`src/rtl/eth_rx_pkg.sv`:
```
// eth_rx_pkg: shared state encoding and constants for the MII receive path
package eth_rx_pkg;
  typedef enum logic [2:0] {IDLE, PREAMBLE, DATA_LO, DATA_HI, DROP} rx_state_t;
  localparam logic [3:0] PREAMBLE_NIBBLE = 4'h5;
  localparam logic [3:0] SFD_NIBBLE = 4'hD;
  localparam int DEFAULT_MAX_FRAME_BYTES = 1522;
endpackage

```
`src/rtl/mii_rx_byte_assembler.sv`:
```
// mii_rx_byte_assembler: strips preamble/SFD, packs nibbles into framed bytes, counts frames
module mii_rx_byte_assembler
  import eth_rx_pkg::*;
#(
  parameter int PREAMBLE_MIN_NIBBLES = 2,
  parameter int MAX_FRAME_BYTES = DEFAULT_MAX_FRAME_BYTES,
  parameter int CNT_WIDTH = 16
) (
  input  logic                 clkIn,
  input  logic                 rstIn,
  input  logic                 rxDvIn,
  input  logic                 rxErIn,
  input  logic [3:0]           rxDIn,
  output logic [7:0]           dataOut,
  output logic                 validOut,
  output logic                 sofOut,
  output logic                 eofOut,
  output logic                 errOut,
  output logic [CNT_WIDTH-1:0] frameCntOut,
  output logic [CNT_WIDTH-1:0] errCntOut
);
  localparam int PW = $clog2(PREAMBLE_MIN_NIBBLES + 1);
  localparam int BW = $clog2(MAX_FRAME_BYTES + 1);
  rx_state_t state, state_n;
  logic [PW-1:0] pre_cnt, pre_n;
  logic [BW-1:0] byte_cnt, bcnt_n;
  logic [3:0] lo, lo_n;
  logic [7:0] hold, hold_n, data_n;
  logic full, full_n, sof_pend, sofp_n, err_flag, errf_n;
  logic valid_n, sof_n, eof_n, err_n;
  // Output lags one byte: each byte waits in hold until we know whether it is the last
  always_comb begin
    state_n = state;
    pre_n = pre_cnt;
    bcnt_n = byte_cnt;
    lo_n = lo;
    hold_n = hold;
    full_n = full;
    sofp_n = sof_pend;
    errf_n = err_flag;
    data_n = hold;
    valid_n = 1'b0;
    sof_n = 1'b0;
    eof_n = 1'b0;
    err_n = 1'b0;
    case (state)
      IDLE: if (rxDvIn) begin
        state_n = (rxDIn == PREAMBLE_NIBBLE) ? PREAMBLE : DROP;
        pre_n = PW'(1);
      end
      PREAMBLE:
        if (!rxDvIn) state_n = IDLE;
        else if (rxDIn == PREAMBLE_NIBBLE)
          pre_n = (pre_cnt == PW'(PREAMBLE_MIN_NIBBLES)) ? pre_cnt : pre_cnt + 1'b1;
        else if (rxDIn == SFD_NIBBLE && pre_cnt == PW'(PREAMBLE_MIN_NIBBLES)) begin
          state_n = DATA_LO;
          bcnt_n = '0;
          sofp_n = 1'b1;
          errf_n = 1'b0;
          full_n = 1'b0;
        end else state_n = DROP;
      DATA_LO: begin
        errf_n = err_flag | rxErIn;
        if (rxDvIn) begin
          lo_n = rxDIn;
          state_n = DATA_HI;
        end else begin
          valid_n = full;
          sof_n = full & sof_pend;
          eof_n = full;
          err_n = full & err_flag;
          full_n = 1'b0;
          state_n = IDLE;
        end
      end
      DATA_HI: begin
        errf_n = err_flag | rxErIn;
        valid_n = full;
        sof_n = full & sof_pend;
        if (!rxDvIn || byte_cnt == BW'(MAX_FRAME_BYTES)) begin
          eof_n = full;
          err_n = full;
          full_n = 1'b0;
          state_n = rxDvIn ? DROP : IDLE;
        end else begin
          sofp_n = sof_pend & ~full;
          hold_n = {rxDIn, lo};
          full_n = 1'b1;
          bcnt_n = byte_cnt + 1'b1;
          state_n = DATA_LO;
        end
      end
      DROP: if (!rxDvIn) state_n = IDLE;
      default: state_n = IDLE;
    endcase
  end
  always_ff @(posedge clkIn) begin
    if (rstIn) begin
      state <= IDLE;
      pre_cnt <= '0;
      byte_cnt <= '0;
      lo <= '0;
      hold <= '0;
      full <= 1'b0;
      sof_pend <= 1'b0;
      err_flag <= 1'b0;
      dataOut <= '0;
      validOut <= 1'b0;
      sofOut <= 1'b0;
      eofOut <= 1'b0;
      errOut <= 1'b0;
      frameCntOut <= '0;
      errCntOut <= '0;
    end else begin
      state <= state_n;
      pre_cnt <= pre_n;
      byte_cnt <= bcnt_n;
      lo <= lo_n;
      hold <= hold_n;
      full <= full_n;
      sof_pend <= sofp_n;
      err_flag <= errf_n;
      dataOut <= data_n;
      validOut <= valid_n;
      sofOut <= sof_n;
      eofOut <= eof_n;
      errOut <= err_n;
      if (eof_n && ~&frameCntOut) frameCntOut <= frameCntOut + 1'b1;
      if (eof_n && err_n && ~&errCntOut) errCntOut <= errCntOut + 1'b1;
    end
  end
endmodule

```
`config.mk`:
```
export PLATFORM = sky130hd
export DESIGN_NAME = mii_rx_byte_assembler
export DESIGN_NICKNAME = d
export VERILOG_FILES = /design/src/rtl/eth_rx_pkg.sv /design/src/rtl/mii_rx_byte_assembler.sv
export SDC_FILE = /design/constraint.sdc
export NUM_CORES = 1
export LEC_CHECK = 0
export ABC_AREA = 0
export CORE_MARGIN = 1.5
export CORE_UTILIZATION = 25
export CTS_BUF_LIST = sky130_fd_sc_hd__clkbuf_8
export CTS_CLUSTER_DIAMETER = 120
export DETAILED_ROUTE_END_ITERATION = 8
export PLACE_DENSITY = 0.47
export SLEW_MARGIN = 0
export SYNTH_ARGS = -nofsm -noshare
export SYNTH_HDL_FRONTEND = slang
export SYNTH_SLANG_ARGS = --single-unit
```
`constraint.sdc`:
```
create_clock -name clkIn -period 5.4 [get_ports clkIn]
set_clock_uncertainty 0.1 [all_clocks]
set_input_delay 1.62 -clock clkIn [delete_from_list [all_inputs] [get_ports clkIn]]
set_output_delay 1.62 -clock clkIn [all_outputs]
set_load 0.01 [all_outputs]
```
After elaboration in Yosys (flattened, before gate mapping)
Index checks and enable logic that the tools add are counted.

Logic and storage cells: 106. Flip-flop bits (word level): 75. Input bits: 8. Output and inout port bits: 44.

Muxes and demuxes: 40. Reductions and logical operators: 23. Bitwise logic cells: 6. $add $sub $neg: 4. Equality and inequality tests: 18.

Operator list (count): $mux 11 (4); $add 16x1->16 const B (2); $reduce_and 16->1 (2); $mux 3 (8); $pmux 11 s2 (1); $ne 2x2->1 const B (9); $pmux 3 s5 (1); $reduce_and 5->1 (3); $mux 1 (13); $pmux 1 s2 (6); $add 11x1->11 const B (1); $eq 11x11->1 const B (1); $mux 2 (5); $eq 3x2->1 const B (2); $reduce_bool 2->1 (3); $eq 4x3->1 const B (1); $eq 4x4->1 const B (1); $logic_and 1x1->1 (4); $pmux 2 s2 (1); $reduce_and 2->1 (2); $reduce_and 4->1 (1); $and 1x1->1 (3); $eq 3x1->1 const B (1); $eq 3x3->1 const B (1); other kinds (12) (15).

Longest topological paths before layout
Depth in word-level cells: 6. Gate-level depth with buffers: 9. Depth with buffers taken out: 7.

Least setup slack after synthesis
No wires, ideal clock.

Path kind: input port to flip-flop. From: input port rxDvIn. To: register frameCntOut[10]. Data required time: 5230 ps. Setup time: 70 ps. Arrival time: 2730 ps. Path slack: 2500 ps. Stages on the path: 6. Path buffers: 1. Path through: inv_1 a41oi_4 or2_4 buf_6 or4_1 a21oi_1.

Longest elaborated chain between the ends: 5. Elaborated cells between the ends (all ways): 6. Those cells by class: mux: 3; reduce/logical: 3.

RTL lines: start: declaration (RTL line mii_rx_byte_assembler.sv:11) `input logic rxDvIn,`; $logic_not 1->1; $logic_or 1x1->1 (RTL line mii_rx_byte_assembler.sv:80) `if (!rxDvIn || byte_cnt == BW'(MAX_FRAME_BYTES)) begin`; $mux 1 (RTL line mii_rx_byte_assembler.sv:80); $pmux 1 s2 * (RTL line mii_rx_byte_assembler.sv:46) `case (state)`; $logic_and 1x1->1 * (RTL line mii_rx_byte_assembler.sv:128) `if (eof_n && ~&frameCntOut) frameCntOut <= frameCntOut + 1'b1;`; end signal: assignment (RTL line mii_rx_byte_assembler.sv:128); end: declaration (RTL line mii_rx_byte_assembler.sv:19) `output logic [CNT_WIDTH-1:0] frameCntOut,`.

Every way passes the cells marked *; elsewhere a longest branch is shown, timed or not. A chain may end at the register's enable or synchronous reset.

Final worst setup path
From: input port rxDvIn. To: register byte_cnt[0].

Longest elaborated chain between the ends: 4. Elaborated cells between the ends (all ways): 5. Those cells by class: eq/ne: 2; reduce/logical: 3.

RTL lines: $logic_not 1->1; $logic_or 1x1->1 (RTL line mii_rx_byte_assembler.sv:80); $ne 2x2->1 (no source line); $reduce_and 5->1 (no source line) *; end signal: assignment (RTL line mii_rx_byte_assembler.sv:117) `byte_cnt <= bcnt_n;`; end: declaration (RTL line mii_rx_byte_assembler.sv:26) `logic [BW-1:0] byte_cnt, bcnt_n;`.

Marks and branches as above.

==> results.py <==
metrics = {
    "logic_synthesis": {
        "yosysTopAreaCell": "dfxtp_1",
        "ys_ff_latch": 75,
        "syn_nets": 397,
        "seq_area_frac_synth_pct": 44.4,
        "synthArstFlopShare_pct": 0,
        "synth_cell_types": 55,
        "synthAdderAreaFrac_pct": 1.85,
        "postSynthAreaPerCell_um2": 8.80,
        "synth_ff_type": "dfxtp_1",
        "synthTopCellsByCount": "dfxtp_1, nor2_1, nand2_1",
        "synth_xor_area_share_pct": 4.93,
        "synth_area_um2": 3380,
        "yosysWarnings": 0,
        "synthMuxAreaShare_pct": 3.78,
        "synth-compound-area-share_pct": 11.6,
        "synth_top_family_by_area": "simple AND/OR/NAND/NOR gates",
        "synth_cells": 384,
        "synth.area.top_cells": "dfxtp_1, nor2_1, a21oi_1",
        "synthMostInstantiatedCell": "dfxtp_1",
        "synth_top_area_share_pct": 44.4,
        "synth_edf_count": 0,
        "synth-simple-area-share_pct": 30.6,
    },
    "placement": {
        "gp_congestion": 0.727,
        "place_hpwl_um": 5510,
        "io_buffers": 51,
    },
    "timing": {
        "period_share_pct": 61.8,
        "timing.slew.headroom_pct": 45.6,
        "worst_slew_pin_slew_ns": 0.816,
        "final_max_slew_viol_count": 0,
        "timing_hold_violations_final": 0,
        "finalCriticalPeriod_ns": 3.34,
        "rsz0062_at_grt": "false",
        "setup_tns_ns": 0,
        "setup_violations": 0,
        "fmax_mhz": 299,
    },
    "grt": {
        "grt_most_used_layer": "met2",
        "overflow": 0,
        "use_met1_pct": 16.3,
        "grt_pass1_vias": 2644,
        "grt_max_degree": 43,
        "met2_usage_pct": 17.3,
        "use_met3_pct": 3.59,
        "grt.total_usage_pct": 11.9,
        "antenna_found_initial": 0,
        "grt_pass1_wl_um": 13200,
    },
    "cts": {
        "clk_latency_ns": 0.37,
        "clkTransAtPathRegs_ns": 0.08,
        "clkSinkCount": 75,
        "post_cts_buffers": 0,
        "htree_levels": 3,
        "cts_buffers": 9,
        "cts_hold_buf": 0,
        "cts_resized": 0,
        "cts-root-buf": "clkbuf_8",
        "cts_tree": "done",
        "clk_path_buf_depth": 2,
    },
    "die": {
        "core_um2": 13200,
        "ioPinCount": 52,
        "die_height_um": 119,
        "die_area_um2": 14200,
        "die_w_um": 119,
        "start_util_pct": 25.6,
        "rows": 42,
    },
    "power_and_ir_drop": {
        "p_leak_nw": 1.44,
        "powerDensity_nw_per_um2": 240,
        "vdd_drop_max_v": 0.0000801,
    },
    "layout": {
        "n_antenna_cell": 0,
        "layout-drive-gt1-share_pct": 7.34,
        "syn2layout_area_growth_pct": 25.4,
        "fin_nets": 444,
        "final_util_pct": 32.1,
    },
    "routing": {
        "first_pass_iters": 4,
        "vias": 2872,
        "drc": 0,
        "drt_iter0_drc": 182,
        "wl_per_cell_um": 13.2,
        "ant_nets": 0,
        "via_per_inst": 4.69,
        "finalWirelength_um": 8070,
    },
    "critical_path": {
        "crit_type": "in2reg",
        "crit_required_ns": 5.54,
        "cp-startpoint": "rxDvIn",
        "r2r-start": "byte_cnt[0]",
        "crit_arrival_ns": 3.47,
        "cpMaxStageDelayCell": "clkdlybuf4s50_1",
        "crit_chain": "clkdlybuf4s50_1, nor2b_1, and3_1, and2_1, xnor2_1, nor2_1",
        "slowest_delay_ns": 0.59,
        "crit_path_max_fanout": 13,
        "path_buf_inv": 1,
        "startpoint_type": "input port",
        "critPathTopFamily": "simple AND/OR/NAND/NOR gates",
        "end_kind": "register",
        "reg2reg_slack_ns": 3.07,
    },
    "hold_path": {
        "hold_path_class": "reg2reg",
        "min_from": "data_n[1]",
    },
    "outcome": {
        "status": "complete, no violations",
    },
    "flow_run": {
        "maxCapViolCount": 0,
    },
}
[cells in the final DEF (no fill, tap or decap), types with 9 or more instances in the layout]
cell type | synthesis | routed
nor2_1 | 46 | 46
o21ai_0 | 9 | 9
xor2_1 | 12 | 12
clkbuf_8 | 0 | 10
nand3_1 | 17 | 17
a21oi_1 | 28 | 28
nor3_1 | 11 | 11
nand2_1 | 34 | 34
nand4_1 | 13 | 13
clkdlybuf4s50_1 | 0 | 50
dfxtp_1 | 75 | 75
nor2b_1 | 16 | 16
[worst register-to-register path: cells and delay by family, from the launching register on]
family                     cells  cell delay (ns)
adders and majority gates      1             0.22
buffers and inverters          1             0.07
DFF                            1             0.41
muxes                          1             0.30
and+or+nand+nor                4             1.12
[cell families after synthesis]
kind of cell               Yosys count
xor gates and xnor gates            19
AOI/OAI and AO/OA                   60
buffers and inverters               22
and+or+nand+nor                    191
adders and majority gates            5
DFF                                 75
muxes                               12
[layer usage]
layer	vias up	routed length [µm]
met3	9	270
met2	38	3620
met4	0	131
li1	1452	-
met5	-	0
met1	1373	4050
[worst paths after layout]
check	end	depth (start not counted)
worst max-delay path	byte_cnt[0]	6
worst min-delay path	data_n[1]	2
worst max register to register	errCntOut[4]	7
worst min register to register	data_n[1]	2
[sequential cells by signal, summed over array words and instances, names as in the netlist, 2 cells and up]
register     cells
dataOut          8
pre_cnt          2
errCntOut       16
state            3
frameCntOut     16
data_n           8
lo               4
byte_cnt        11
[through the flow]
stage	worst slack [ns]	total power, W	std cells	hold WS (ns)	instance area [µm²]
after floorplan	2.50	0.000584	384	0.330	3380
after global placement	1.70	0.000597	596	0.340	4040
after detailed placement	1.68	0.000597	596	0.345	4040
after CTS	2.07	0.00104	612	0.356	4240
after global routing	1.86	0.00107	612	0.383	4240
final	2.06	0.00102	612	0.355	4240
[area by class of cell]
cell class,instances,area [µm²]
multi-input combinational,287,1780
inverter,6,22.5
tap,176,220
sequential,75,1500
timing repair buffer,52,513
fill,1394,8950
clock buffer,10,138
clock inverter,6,57.6
[report_power, final]
part | switching [W] | internal [W]
sequential | 0.00000158 | 0.000554
clock | 0.000214 | 0.000222
combinational | 0.0000183 | 0.00000938
Note: power is estimated with default switching activity, not from simulation.
